$ cat config.mk
export PLATFORM = sky130hd
export DESIGN_NAME = keypad_scan_4x4
export DESIGN_NICKNAME = d
export VERILOG_FILES = /design/src/rtl/keypad_scan_4x4.sv
export SDC_FILE = /design/constraint.sdc
export NUM_CORES = 1
export LEC_CHECK = 0
export CAP_MARGIN = 20
export CELL_PAD_IN_SITES_DETAIL_PLACEMENT = 2
export CELL_PAD_IN_SITES_GLOBAL_PLACEMENT = 2
export CORE_UTILIZATION = 42
export DETAILED_ROUTE_END_ITERATION = 7
export HOLD_SLACK_MARGIN = 0.06
export PLACE_DENSITY_LB_ADDON = 0.1
export SETUP_SLACK_MARGIN = 0.2
export SYNTH_ARGS = -nofsm -noshare
export SYNTH_HDL_FRONTEND = slang
export SYNTH_SLANG_ARGS = --single-unit
$ cat constraint.sdc
create_clock -name Clk_signal -period 6.25 [get_ports Clk_signal]
set_input_delay 1.25 -clock Clk_signal [delete_from_list [all_inputs] [get_ports Clk_signal]]
set_output_delay 1.25 -clock Clk_signal [all_outputs]
set_load 0.03 [all_outputs]
$ cat src/rtl/keypad_scan_4x4.sv
// 4x4 matrix keypad scanner: rotating active-low column strobe, per-scan
// classification of low row bits, and press/release debouncing over whole scans.
module keypad_scan_4x4 #(
    parameter int unsigned N_SCAN         = 18,
    parameter int unsigned DEBOUNCE_SCANS = 4
) (
    input  logic       Clk_signal,
    input  logic       Reset,
    input  logic [3:0] rows,
    output logic [3:0] cols,
    output logic [3:0] key_code,
    output logic       key_valid,
    output logic       key_down
);

    typedef enum logic [1:0] {IDLE, DEBOUNCE, PRESSED, RELEASE} state_t;

    localparam logic [3:0] DS = 4'(DEBOUNCE_SCANS);

    state_t            state, state_n;
    logic [3:0]        rows_m, rows_s;
    logic [N_SCAN-1:0] presc;
    logic              tick, scan_end;
    logic [1:0]        col_idx;
    logic [1:0]        acc_cnt;
    logic [3:0]        acc_code;
    logic [2:0]        col_lows;
    logic [2:0]        sum_lows;
    logic [1:0]        total;
    logic [1:0]        first_row;
    logic              found;
    logic [3:0]        res_code;
    logic              res_none, res_single;
    logic [3:0]        cnt, cnt_n;
    logic [3:0]        cand, cand_n;
    logic [3:0]        code_n;
    logic              down_n, valid_n;

    assign tick     = &presc;
    assign scan_end = tick && (col_idx == 2'd3);

    always_ff @(posedge Clk_signal or negedge Reset) begin
        if (!Reset) begin
            rows_m <= '1;
            rows_s <= '1;
        end else begin
            rows_m <= rows;
            rows_s <= rows_m;
        end
    end

    always_ff @(posedge Clk_signal or negedge Reset) begin
        if (!Reset) begin
            presc   <= '0;
            col_idx <= '0;
            cols    <= 4'b1110;
        end else begin
            presc <= presc + N_SCAN'(1);
            if (tick) begin
                col_idx <= col_idx + 2'd1;
                cols    <= ~(4'b0001 << (col_idx + 2'd1));
            end
        end
    end

    // Low-bit count saturates at 2: only NONE / SINGLE / MULTI matter.
    always_comb begin
        col_lows  = '0;
        first_row = '0;
        found     = 1'b0;
        for (int unsigned i = 0; i < 4; i++) begin
            col_lows = col_lows + {2'b00, ~rows_s[i]};
            if (!rows_s[i] && !found) begin
                first_row = i[1:0];
                found     = 1'b1;
            end
        end
        sum_lows   = {1'b0, acc_cnt} + col_lows;
        total      = (sum_lows >= 3'd2) ? 2'd2 : sum_lows[1:0];
        res_code   = (acc_cnt != 2'd0) ? acc_code : {first_row, col_idx};
        res_none   = (total == 2'd0);
        res_single = (total == 2'd1);
    end

    always_ff @(posedge Clk_signal or negedge Reset) begin
        if (!Reset) begin
            acc_cnt  <= '0;
            acc_code <= '0;
        end else if (scan_end) begin
            acc_cnt  <= '0;
            acc_code <= '0;
        end else if (tick) begin
            acc_cnt  <= total;
            acc_code <= res_code;
        end
    end

    always_ff @(posedge Clk_signal or negedge Reset) begin
        if (!Reset) begin
            state     <= IDLE;
            cnt       <= '0;
            cand      <= '0;
            key_code  <= '0;
            key_valid <= 1'b0;
            key_down  <= 1'b0;
        end else begin
            state     <= state_n;
            cnt       <= cnt_n;
            cand      <= cand_n;
            key_code  <= code_n;
            key_valid <= valid_n;
            key_down  <= down_n;
        end
    end

    always_comb begin
        state_n = state;
        cnt_n   = cnt;
        cand_n  = cand;
        code_n  = key_code;
        down_n  = key_down;
        valid_n = 1'b0;
        if (scan_end) begin
            case (state)
                IDLE: begin
                    if (res_single) begin
                        cand_n = res_code;
                        if (DS == 4'd1) begin
                            code_n  = res_code;
                            valid_n = 1'b1;
                            down_n  = 1'b1;
                            cnt_n   = '0;
                            state_n = PRESSED;
                        end else begin
                            cnt_n   = 4'd1;
                            state_n = DEBOUNCE;
                        end
                    end
                end
                DEBOUNCE: begin
                    if (res_single && (res_code == cand)) begin
                        if (cnt + 4'd1 == DS) begin
                            code_n  = cand;
                            valid_n = 1'b1;
                            down_n  = 1'b1;
                            cnt_n   = '0;
                            state_n = PRESSED;
                        end else begin
                            cnt_n = cnt + 4'd1;
                        end
                    end else begin
                        cnt_n   = '0;
                        state_n = IDLE;
                    end
                end
                PRESSED: begin
                    if (res_none) begin
                        if (DS == 4'd1) begin
                            down_n  = 1'b0;
                            cnt_n   = '0;
                            state_n = IDLE;
                        end else begin
                            cnt_n   = 4'd1;
                            state_n = RELEASE;
                        end
                    end
                end
                RELEASE: begin
                    if (res_none) begin
                        if (cnt + 4'd1 == DS) begin
                            down_n  = 1'b0;
                            cnt_n   = '0;
                            state_n = IDLE;
                        end else begin
                            cnt_n = cnt + 4'd1;
                        end
                    end else begin
                        cnt_n   = '0;
                        state_n = PRESSED;
                    end
                end
                default: begin
                    cnt_n   = '0;
                    state_n = IDLE;
                end
            endcase
        end
    end

endmodule

# Word level (Yosys, flattened, before mapping)
# Index checks and enable logic that the tools add are counted.
[word_totals] inputBits=6 reg_bits=54 out_inout_bits=10 word_cells=97
[classes] n_shift=1 n_addsub=7 bitwise=5 muxes=34 order_cmp=1 n_reduce_logical=21 n_eq_ne=15
[op_table] op="4-bit two-way mux" n=8
[op_table] op="2-bit two-way mux" n=11
[op_table] op="18-bit by 1-bit adder with 18-bit output, second input constant" n=1
[op_table] op="18-bit AND reduction" n=1
[op_table] op="4-bit case mux with 4 select lines" n=1
[op_table] op="1-bit two-way mux" n=12
[op_table] op="2-bit != test, second input constant" n=6
[op_table] op="2-bit case mux with 4 select lines" n=1
[op_table] op="2-bit == test, second input constant" n=3
[op_table] op="3-bit != test, second input constant" n=2
[op_table] op="3-bit AND reduction" n=2
[op_table] op="6-bit AND reduction" n=1
[op_table] op="2-bit nonzero test" n=3
[op_table] op="1-bit logical AND" n=5
[op_table] op="1-bit zero test" n=5
[op_table] op="5-bit AND reduction" n=1
[op_table] op="4-bit by 1-bit adder with 4-bit output, second input constant" n=1
[op_table] op="2-bit by 1-bit == test with 1-bit output, second input constant" n=2
[op_table] op="4-bit by 3-bit == test with 1-bit output, second input constant" n=1
[op_table] op="4-bit == test" n=1
[op_table] op="2-bit zero test" n=2
[op_table] op="1-bit inverter" n=4
[op_table] op="4-bit inverter" n=1
[op_table] op="4-bit AND reduction" n=1
[op_table] op="other kinds (8)" n=8

# Depth between registers and ports, before layout
# Gate-level depths: netlist of the first run.
[logic_depth] ltp_word=15 ltp_mapped=11 mapped_depth_nobuf=11

# Least setup slack after synthesis of the first run
# OpenSTA, ideal clock, no wires.
[synth_timing] kind="register to register" start="register acc_cnt[0]" end="register key_code[0]" setup_time_ps=128 synth_period_minus_slack_ps=3526 arrival_time_ps=3398 slack_ps=2724 required_time_ps=6122 path_stages_with_launch=12 n_path_buf=0 path_cell_list="dfrtp_1 -> inv_1 -> fa_1 -> inv_1 -> fa_1 -> fa_1 -> or4b_1 -> nor2_1 -> mux2i_1 -> nor4_4 -> nand4_4 -> mux2_1"
[synth_between] elab_chain_cells=6 elab_cells_between_ends=9 cone_classes="add/sub: 1; order compare: 1; eq/ne: 2; mux: 2; reduce/logical: 3"
[synth_rtl] element="start: declaration" line_no="25" rtl="logic [1:0] acc_cnt;"
[synth_rtl] element="start signal: assignment" line_no="93" rtl="acc_cnt <= total;"
[synth_rtl] element="2-bit by 3-bit adder with 3-bit output" line_no="78" rtl="sum_lows = {1'b0, acc_cnt} + col_lows;"
[synth_rtl] element="3-bit by 2-bit greater-or-equal comparator with 1-bit output" line_no="79" rtl="total = (sum_lows >= 3'd2) ? 2'd2 : sum_lows[1:0];"
[synth_rtl] element="2-bit two-way mux" line_no="79"
[synth_rtl] element="2-bit by 1-bit == test with 1-bit output" line_no="82" rtl="res_single = (total == 2'd1);"
[synth_rtl] element="1-bit logical AND *" line_no="141" rtl="if (res_single && (res_code == cand)) begin"
[synth_rtl] element="4-bit AND reduction (no line) *"
[synth_rtl] element="end signal: assignment" line_no="110" rtl="key_code <= code_n;"
[synth_rtl] element="end: declaration" line_no="11" rtl="output logic [3:0] key_code,"
# Every way passes the cells marked *; elsewhere a longest branch is shown, timed or not.
# A chain may end at the register's enable or synchronous reset.

# Worst setup path after layout of the first run
# Ends and elaborated chain as after synthesis.

==> results of run 1 <==
state kept, by name, indices dropped and copies added, names as in the netlist, 2 cells and up:
register  cells
acc_code      4
cand          4
presc        18
rows_m        4
state         2
rows_s        4
col_idx       2
key_code      4
cols          4
acc_cnt       2
cnt           4
critical path, cell delays in order (launching register included):
cell and delay [ns]:
dfrtp_1 0.41, inv_1 0.07, fa_1 0.51, inv_1 0.06, fa_1 0.37, fa_1 0.52, or4b_1 0.55, nor2_1 0.10
mux2i_1 0.11, nor4_4 0.39, nand4_4 0.19, mux2_1 0.36
power by group:
group / total [mW] / switching [mW] / leakage (nW) / internal [mW]
clock network: 0.230 / 0.115 / 0.0566 / 0.115
logic: 0.0305 / 0.0189 / 0.531 / 0.0116
registers: 0.356 / 0.00220 / 0.702 / 0.354
synth_stat cells (all sizes together) (2+ instances only):
cell type  instances  area (sq um)
and3               2         12.51
xor2               3         26.28
nor3               3         15.01
a21boi             2         15.01
and2               2         12.51
mux2               4         45.04
nor4b              2         17.52
o21a               3         22.52
nand3             14         70.07
nor4               3         33.78
dfstp             11         289.0
nor2              13         48.80
fa                 3         60.06
nand2b             4         25.02
o21ai             15         75.07
nand2             34         127.6
nand4              7         58.81
a211oi             2         15.01
dfrtp             43          1076
xnor2             16         140.1
ha                 7         87.58
and4               4         35.03
o31ai              5         37.54
inv               12         45.04
a21oi              4         20.02
mux2i              3         46.29
clkbuf             5         18.77
through the flow:
| stage | cell area, sq um | cells |
|---|---|---|
| after global placement | 2794 | 323 |
| after detailed placement | 2794 | 323 |
| after CTS | 2905 | 331 |
| after global routing | 2905 | 331 |
| final | 2905 | 331 |
| after floorplan | 2577 | 238 |
area by class of cell:
class | instances | area [sq um]
repair buffers | 16 | 152.6
flip-flops and latches | 54 | 1365
multi-input cells | 166 | 1137
fillers | 628 | 3015
clock buffers | 8 | 111.4
inverters | 12 | 45.04
well taps | 75 | 93.84
metal layers:
layer	GRT usage (%)	share of wire [%]
met5	0	0
met3	3.068	2.3
met4	6.250	1.8
met1	25.23	47
met2	32.22	48
how the worst max path moves through the flow:
stage                     from     endpoint  depth (start not counted)
floorplan           acc_cnt[0]  key_code[0]                         11
global placement    acc_cnt[0]  key_code[3]                         11
detailed placement  acc_cnt[0]  key_code[0]                         11
CTS                 acc_cnt[0]  key_code[0]                         11
global route        acc_cnt[0]  key_code[0]                         11
finish              acc_cnt[0]  key_code[0]                         11
cells by family (layout without fill, tap and decap cells):
logic type               Yosys count  in the layout  synth area share [%]
buffers and inverters             18             36                 2.913
AND/OR/NAND/NOR                   93             93                 19.22
AO/OA/AOI/OAI                     37             37                 9.175
flip-flops                        54             54                 52.96
XOR/XNOR                          19             19                 6.456
adder cells (fa/ha/maj)           10             10                 5.728
multiplexers                       7              7                 3.543
==> impl_metrics.json, run 1 <==
{
  "cts_hold_buffers": 0,
  "grt_pass1_vias": 1941,
  "avgSynthCellArea_sq_um": 10.83,
  "ant_nets": 0,
  "fin_skew_ns": 0.007071,
  "synth_edf_count": 0,
  "r2r_end": "key_code[0]",
  "place_congestion": 0.7284,
  "ioPinCount": 16,
  "overflow": 0,
  "critPathLaunchType": "flop",
  "io_buffer_count": 15,
  "drc_errors": 0,
  "netlist_instances": 238,
  "grt_pass1_wl_mm": 9.356,
  "ys_types": 44,
  "hold_path.startpoint": "rows_m[0]",
  "rr_startpoint": "acc_cnt[0]",
  "setup_viol": 0,
  "outcome": "complete, no violations",
  "routed_wl_mm": 5.549,
  "yosysWarnings": 0,
  "clock_latency_ns": 0.31,
  "finish.utilization_pct": 49.07,
  "vias_per_cell": 5.483,
  "h-tree-depth": 2,
  "firstDrtPassIters": 4,
  "hold_slack_ns": 0.3619,
  "arrival_ns": 3.95,
  "vdd_ir_drop_max_v": 0.0001285,
  "wl_per_cell_microns": 16.76,
  "path_clk_slew_ns": 0.09,
  "max_freq_ghz": 0.2662,
  "numCtsBuffers": 5,
  "ys_seq_area_share_pct": 52.96,
  "min_period_ns": 3.756,
  "cts_tree": "built",
  "min_to": "rows_s[0]",
  "rows": 28,
  "hold_path_class": "flop to flop",
  "postSynth.asyncResetShare_pct": 100.0,
  "final_cell_mix": "43 x dfrtp_1, 34 x nand2_1, 16 x xnor2_1",
  "period_share_pct": 60.10,
  "leakagePower_nw": 1.289,
  "crit_required_ns": 6.44,
  "power.density_nw_per_um2": 212.1,
  "tns_ns": 0,
  "ff2ff_path_depth": 11,
  "vias": 1815,
  "drive_above_1_share_pct": 9.375,
  "dpl_worst_slack_ns": 2.513,
  "syn_area_sq_um": 2577,
  "slew_headroom_pct": 46.59,
  "cts_resized": 0,
  "die_x_microns": 80.34,
  "finalNetCount": 271,
  "reg2reg_slack_ns": 2.49,
  "hold_path_depth": 0,
  "ys.flop_type": "dfrtp_1",
  "finalPower_uw": 616.3,
  "cap_violations": 0,
  "tightestPinTransition_ns": 0.7988,
  "post_cts_buffers": 0,
  "cp_max_fo": 5,
  "initial_utilization_pct": 43.53,
  "grt_usage_pct": 19.21,
  "setup_ws_ns": 2.494,
  "dp_hpwl_mm": 4.077,
  "finalHoldViolCount": 0,
  "final_common_cell": "dfrtp_1",
  "die_area_sq_um": 6454,
  "initialDrtViolationCount": 103,
  "syn2layout_area_growth_pct": 12.72,
  "cts.sinks": 54,
  "diodes": 0,
  "setup.worst_path.end_class": "flop",
  "grt_max_degree": 55,
  "root_buffer": "clkbuf_8",
  "die_y_microns": 80.34,
  "cts_buffer_depth": 2,
  "syn_nets": 254,
  "fp.coreArea_sq_um": 5921,
  "antenna_found_initial": 0,
  "synth_seq_cells": 54,
  "worstSetupPathType": "flop to flop",
  "drv_slew": 0,
  "rsz0062_at_grt": "false"
}
Note: power is estimated with default switching activity, not from simulation.
==> run 2, diff against run 1 <==
- CORE_UTILIZATION: 42 -> 39
- clock period: 6.25 -> 3.55 ns (I/O delays scaled with it)
==> run 2 against run 1 <==
First-iteration DRC count shrank 57%. Worst setup slack lost 2.3 ns. Clock skew is essentially flat. Critical path depth shrank 1. Utilization shrank 1.5 points. Critical endpoint unchanged.
==> impl_metrics.json, run 2 (synthesis results as in run 1) <==
{
  "setup_ws_ns": 0.1618,
  "dp_hpwl_mm": 4.045,
  "max_freq_ghz": 0.2951,
  "tightestPinTransition_ns": 0.8114,
  "leakagePower_nw": 1.334,
  "numCtsBuffers": 5,
  "antenna_found_initial": 0,
  "outcome": "complete, no violations",
  "initialDrtViolationCount": 44,
  "max_stage_delay_ns": 0.55,
  "drc_errors": 0,
  "reg2reg_slack_ns": 0.16,
  "hold_path.startpoint": "rows_m[3]",
  "rows": 29,
  "cap_violations": 0,
  "drv_slew": 0,
  "cpMostUsedCell": "fa_2",
  "grt_pass1_wl_mm": 9.749,
  "fillers": 671,
  "cts_hold_buffers": 0,
  "hold_path_class": "flop to flop",
  "final_cell_mix": "43 x dfrtp_1, 34 x nand2_1, 16 x xnor2_1",
  "min_to": "rows_s[3]",
  "worstSetupPathType": "flop to flop",
  "overflow": 0,
  "path_clk_slew_ns": 0.09,
  "finalPower_mw": 1.112,
  "r2r_end": "key_code[0]",
  "crit_required_ns": 3.74,
  "root_buffer": "clkbuf_8",
  "clock_latency_ns": 0.31,
  "h-tree-depth": 2,
  "arrival_ns": 3.58,
  "rr_startpoint": "rows_s[0]",
  "vias": 1812,
  "worstPathCellList": "fa_1 > inv_1 > fa_2 > fa_2 > or4b_4 > nor2_4 > mux2i_2 > nor4_4 > nand4_4 > mux2_1",
  "firstDrtPassIters": 4,
  "cp_max_fo": 5,
  "multiInputGateArea_sq_um": 1175,
  "ant_nets": 0,
  "ff2ff_path_depth": 10,
  "fin_skew_ns": 0.006876,
  "power.density_nw_per_um2": 368.2,
  "place_congestion": 0.7173,
  "slew_headroom_pct": 45.91,
  "initial_utilization_pct": 40.59,
  "drive_above_1_share_pct": 16.17,
  "diodes": 0,
  "rsz0062_at_grt": "true",
  "final_common_cell": "dfrtp_1",
  "fp.coreArea_sq_um": 6350,
  "seqCellArea_sq_um": 1365,
  "cts_buffer_depth": 2,
  "cts.sinks": 54,
  "post_dp_cell_area_sq_um": 2840,
  "setup.worst_path.end_class": "flop",
  "routed_wl_mm": 5.647,
  "grt_usage_pct": 17.71,
  "tns_ns": 0,
  "instances_no_fill": 343,
  "io_buffer_count": 15,
  "die_y_microns": 83.30,
  "die_x_microns": 83.30,
  "slowest_stage": "or4b_4",
  "largest_register": "presc",
  "grt_max_degree": 36,
  "grt_pass1_vias": 1929,
  "dp.cells": 330,
  "finalNetCount": 281,
  "ioPinCount": 16,
  "setup_viol": 0,
  "cts_tree": "built",
  "dpl_worst_slack_ns": 0.05720,
  "syn2layout_area_growth_pct": 17.14,
  "vdd_ir_drop_max_v": 0.0001677,
  "period_share_pct": 95.44,
  "critPathLaunchType": "flop",
  "finalInstanceArea_sq_um": 3019,
  "hold_path_depth": 0,
  "vias_per_cell": 5.283,
  "largest_reg_flops": 18,
  "wl_per_cell_microns": 16.46,
  "finalHoldViolCount": 0,
  "die_area_sq_um": 6938,
  "min_period_ns": 3.388
}
[run 2: worst max path at each step]
stage / depth (start not counted) / end / start / slack (ns)
2_1_floorplan: 11 / key_code[0] / acc_cnt[0] / 0.18
3_3_place_gp: 10 / key_code[3] / rows_s[0] / 0.14
3_5_place_dp: 10 / key_code[0] / rows_s[0] / 0.06
4_1_cts: 10 / key_code[0] / rows_s[0] / 0.12
5_1_grt: 10 / key_code[0] / rows_s[0] / 0.05
6_report: 10 / key_code[0] / rows_s[0] / 0.16
[run 2: what timing repair did]
item | CTS | global route
resized for setup | 3 | 5
setup buffers | 3 | 2
endpoints found under the hold margin | 0 | 0
setup endpoints to repair | 9 | 11
[run 2: metrics by stage]
| step | utilization, % | hold WS (ns) |
|---|---|---|
| floorplan | - | 0.3452 |
| global placement | 44.73 | 0.3457 |
| detailed placement | 44.73 | 0.3487 |
| CTS | 46.98 | 0.3637 |
| global route | 47.55 | 0.3703 |
| finish | 47.55 | 0.3615 |
[run 2: worst max-delay path, delay by kind of cell, from the launching register on]
family / cells / cell delay, ns
adders and majority gates: 3 / 1.33
buffers and inverters: 1 / 0.05
DFF: 1 / 0.40
muxes: 2 / 0.44
and+or+nand+nor: 4 / 1.06
[run 2: metal layers]
metal  wire, microns  vias to the layer above  global-route usage (%)
met5               0                        -                       0
met4              59                        0                   4.702
met3             112                        5                   2.982
met2            2686                       19                   29.06
met1            2790                      915                   24.31
li1                -                      873                       -
[run 2: area by class of cell]
cell class	count	share of cell area (%)
inverter	12	1.492
clock inverter	2	1.243
sequential	54	45.21
timing repair buffer	26	7.542
tap	77	3.191
multi-input combinational	166	38.91
clock buffer	6	2.404
[run 2: power breakdown]
group	internal (mW)	total [mW]	switching, mW
logic	0.0335	0.0730	0.0395
registers	0.623	0.627	0.00358
clock network	0.211	0.412	0.201
total	0.867	1.11	0.244
==> run 3, diff against run 2 <==
- HOLD_SLACK_MARGIN: 0.06 -> not set
- RECOVER_POWER: not set -> 25
==> run 3 against run 2 <==
The run now ends with capacitance limit, slew limit left. Largest cell class unchanged. Via count stayed put. Fmax about the same. Utilization barely moved. Critical endpoint unchanged.
==> impl_metrics.json, run 3 (synthesis results as in run 1) <==
{
  "grt_max_degree": 36,
  "ioPinCount": 16,
  "grt_pass1_vias": 1929,
  "numCtsBuffers": 5,
  "fin_skew_ns": 0.006860,
  "die_y_microns": 83.30,
  "antenna_found_initial": 0,
  "max_stage_delay_ns": 0.55,
  "path_clk_slew_ns": 0.09,
  "cpMostUsedCell": "fa_2",
  "setup_ws_ns": 0.1617,
  "die_x_microns": 83.30,
  "fp.coreArea_sq_um": 6350,
  "drv_slew": 36,
  "dpl_worst_slack_ns": 0.05720,
  "failed_checks": "capacitance limit, slew limit",
  "grt_usage_pct": 17.71,
  "root_buffer": "clkbuf_8",
  "diodes": 0,
  "arrival_ns": 3.58,
  "tightestPinTransition_ns": 1.947,
  "clock_latency_ns": 0.31,
  "wl_per_cell_microns": 16.45,
  "hold_path_class": "flop to flop",
  "crit_required_ns": 3.74,
  "vdd_ir_drop_max_v": 0.0001678,
  "critPathLaunchType": "flop",
  "tns_ns": 0,
  "cts_hold_buffers": 0,
  "outcome": "finished, violations left",
  "setup.worst_path.end_class": "flop",
  "finalNetCount": 281,
  "grt_pass1_wl_mm": 9.749,
  "worstSetupPathType": "flop to flop",
  "h-tree-depth": 2,
  "vias": 1812,
  "dp_hpwl_mm": 4.045,
  "drive_above_1_share_pct": 15.79,
  "slew_headroom_pct": -29.80,
  "worstPathCellList": "fa_1 > inv_1 > fa_2 > fa_2 > or4b_4 > nor2_4 > mux2i_2 > nor4_4 > nand4_4 > mux2_1",
  "cap_violations": 1,
  "final_common_cell": "dfrtp_1",
  "largest_reg_flops": 18,
  "initialDrtViolationCount": 44,
  "min_period_ns": 3.388,
  "place_congestion": 0.7173,
  "routed_wl_mm": 5.644,
  "overflow": 0,
  "period_share_pct": 95.44,
  "drc_errors": 0,
  "largest_register": "presc",
  "die_area_sq_um": 6938,
  "power.density_nw_per_um2": 368.0,
  "slowest_stage": "or4b_4",
  "rsz0062_at_grt": "true",
  "syn2layout_area_growth_pct": 17.09,
  "setup_viol": 0,
  "rows": 29,
  "finalHoldViolCount": 0,
  "io_buffer_count": 15,
  "ant_nets": 0,
  "initial_utilization_pct": 40.59,
  "firstDrtPassIters": 4,
  "cts_buffer_depth": 2,
  "vias_per_cell": 5.283,
  "cts.sinks": 54,
  "cts_tree": "built",
  "cp_max_fo": 5,
  "final_cell_mix": "43 x dfrtp_1, 34 x nand2_1, 16 x xnor2_1",
  "max_freq_ghz": 0.2951,
  "leakagePower_nw": 1.333
}
run 3: cell count changes in the layout (fill, tap and decap cells not counted):
cell | before | now
clkdlybuf4s50_1 | 14 | 10
dlygate4sd3_1 | 0 | 4
buf_2 | 1 | 0
clkbuf_1 | 1 | 2
run 3: routing by layer:
metal	part of all wire [%]	track usage (%)	vias to the layer above
li1	-	-	873
met1	49	24.31	915
met2	48	29.06	19
met3	2.0	2.982	5
met4	1.0	4.702	0
met5	0	0	-
run 3: metrics by stage:
stage          hold WS, ns  util (%)  instances  total power, mW  area [sq um]
2_1_floorplan       0.3452         -        238           0.6674          2584
3_3_place_gp        0.3457     44.73        330           0.6940          2840
3_5_place_dp        0.3487     44.73        330           0.6962          2840
4_1_cts             0.3637     46.98        341            1.127          2983
5_1_grt             0.3703     47.53        343            1.157          3018
6_report            0.3615     47.53        343            1.111          3018
run 3: worst max-delay path: cells and delay by family (launching register included):
kind / cells / cell delay (ns)
muxes: 2 / 0.44
and+or+nand+nor: 4 / 1.06
DFF: 1 / 0.40
adders and majority gates: 3 / 1.33
buffers and inverters: 1 / 0.05
run 3: worst paths after layout:
kind,endpoint,cells after the start,slack (ns),from
worst min register to register,rows_s[3],0,0.36,rows_m[3]
worst max-delay path,key_code[0],10,0.16,rows_s[0]
max in group asynchronous,rows_s[2],2,1.39,Reset
worst max register to register,key_code[0],10,0.16,rows_s[0]
worst min-delay path,rows_s[3],0,0.36,rows_m[3]
min in group asynchronous,presc[3],1,0.94,Reset
run 3: power breakdown:
group	internal (mW)	switching [mW]	leakage, nW
Combinational	0.0325	0.0395	0.580
Sequential	0.623	0.00358	0.702
Clock	0.211	0.201	0.0514
run 3: cell type report:
type / instances / area [sq um]
Multi-Input combinational cell: 166 / 1175
Clock buffer: 6 / 72.57
Tap cell: 77 / 96.34
Fill cell: 672 / 3332
Timing Repair Buffer: 26 / 226.5
Inverter: 12 / 45.04
Clock inverter: 2 / 37.54
Sequential cell: 54 / 1365
run 3: timing repair:
item / CTS / global route
hold endpoints to repair: 0 / 0
resized for setup: 3 / 5
setup buffers: 3 / 2
setup endpoints to repair: 9 / 11
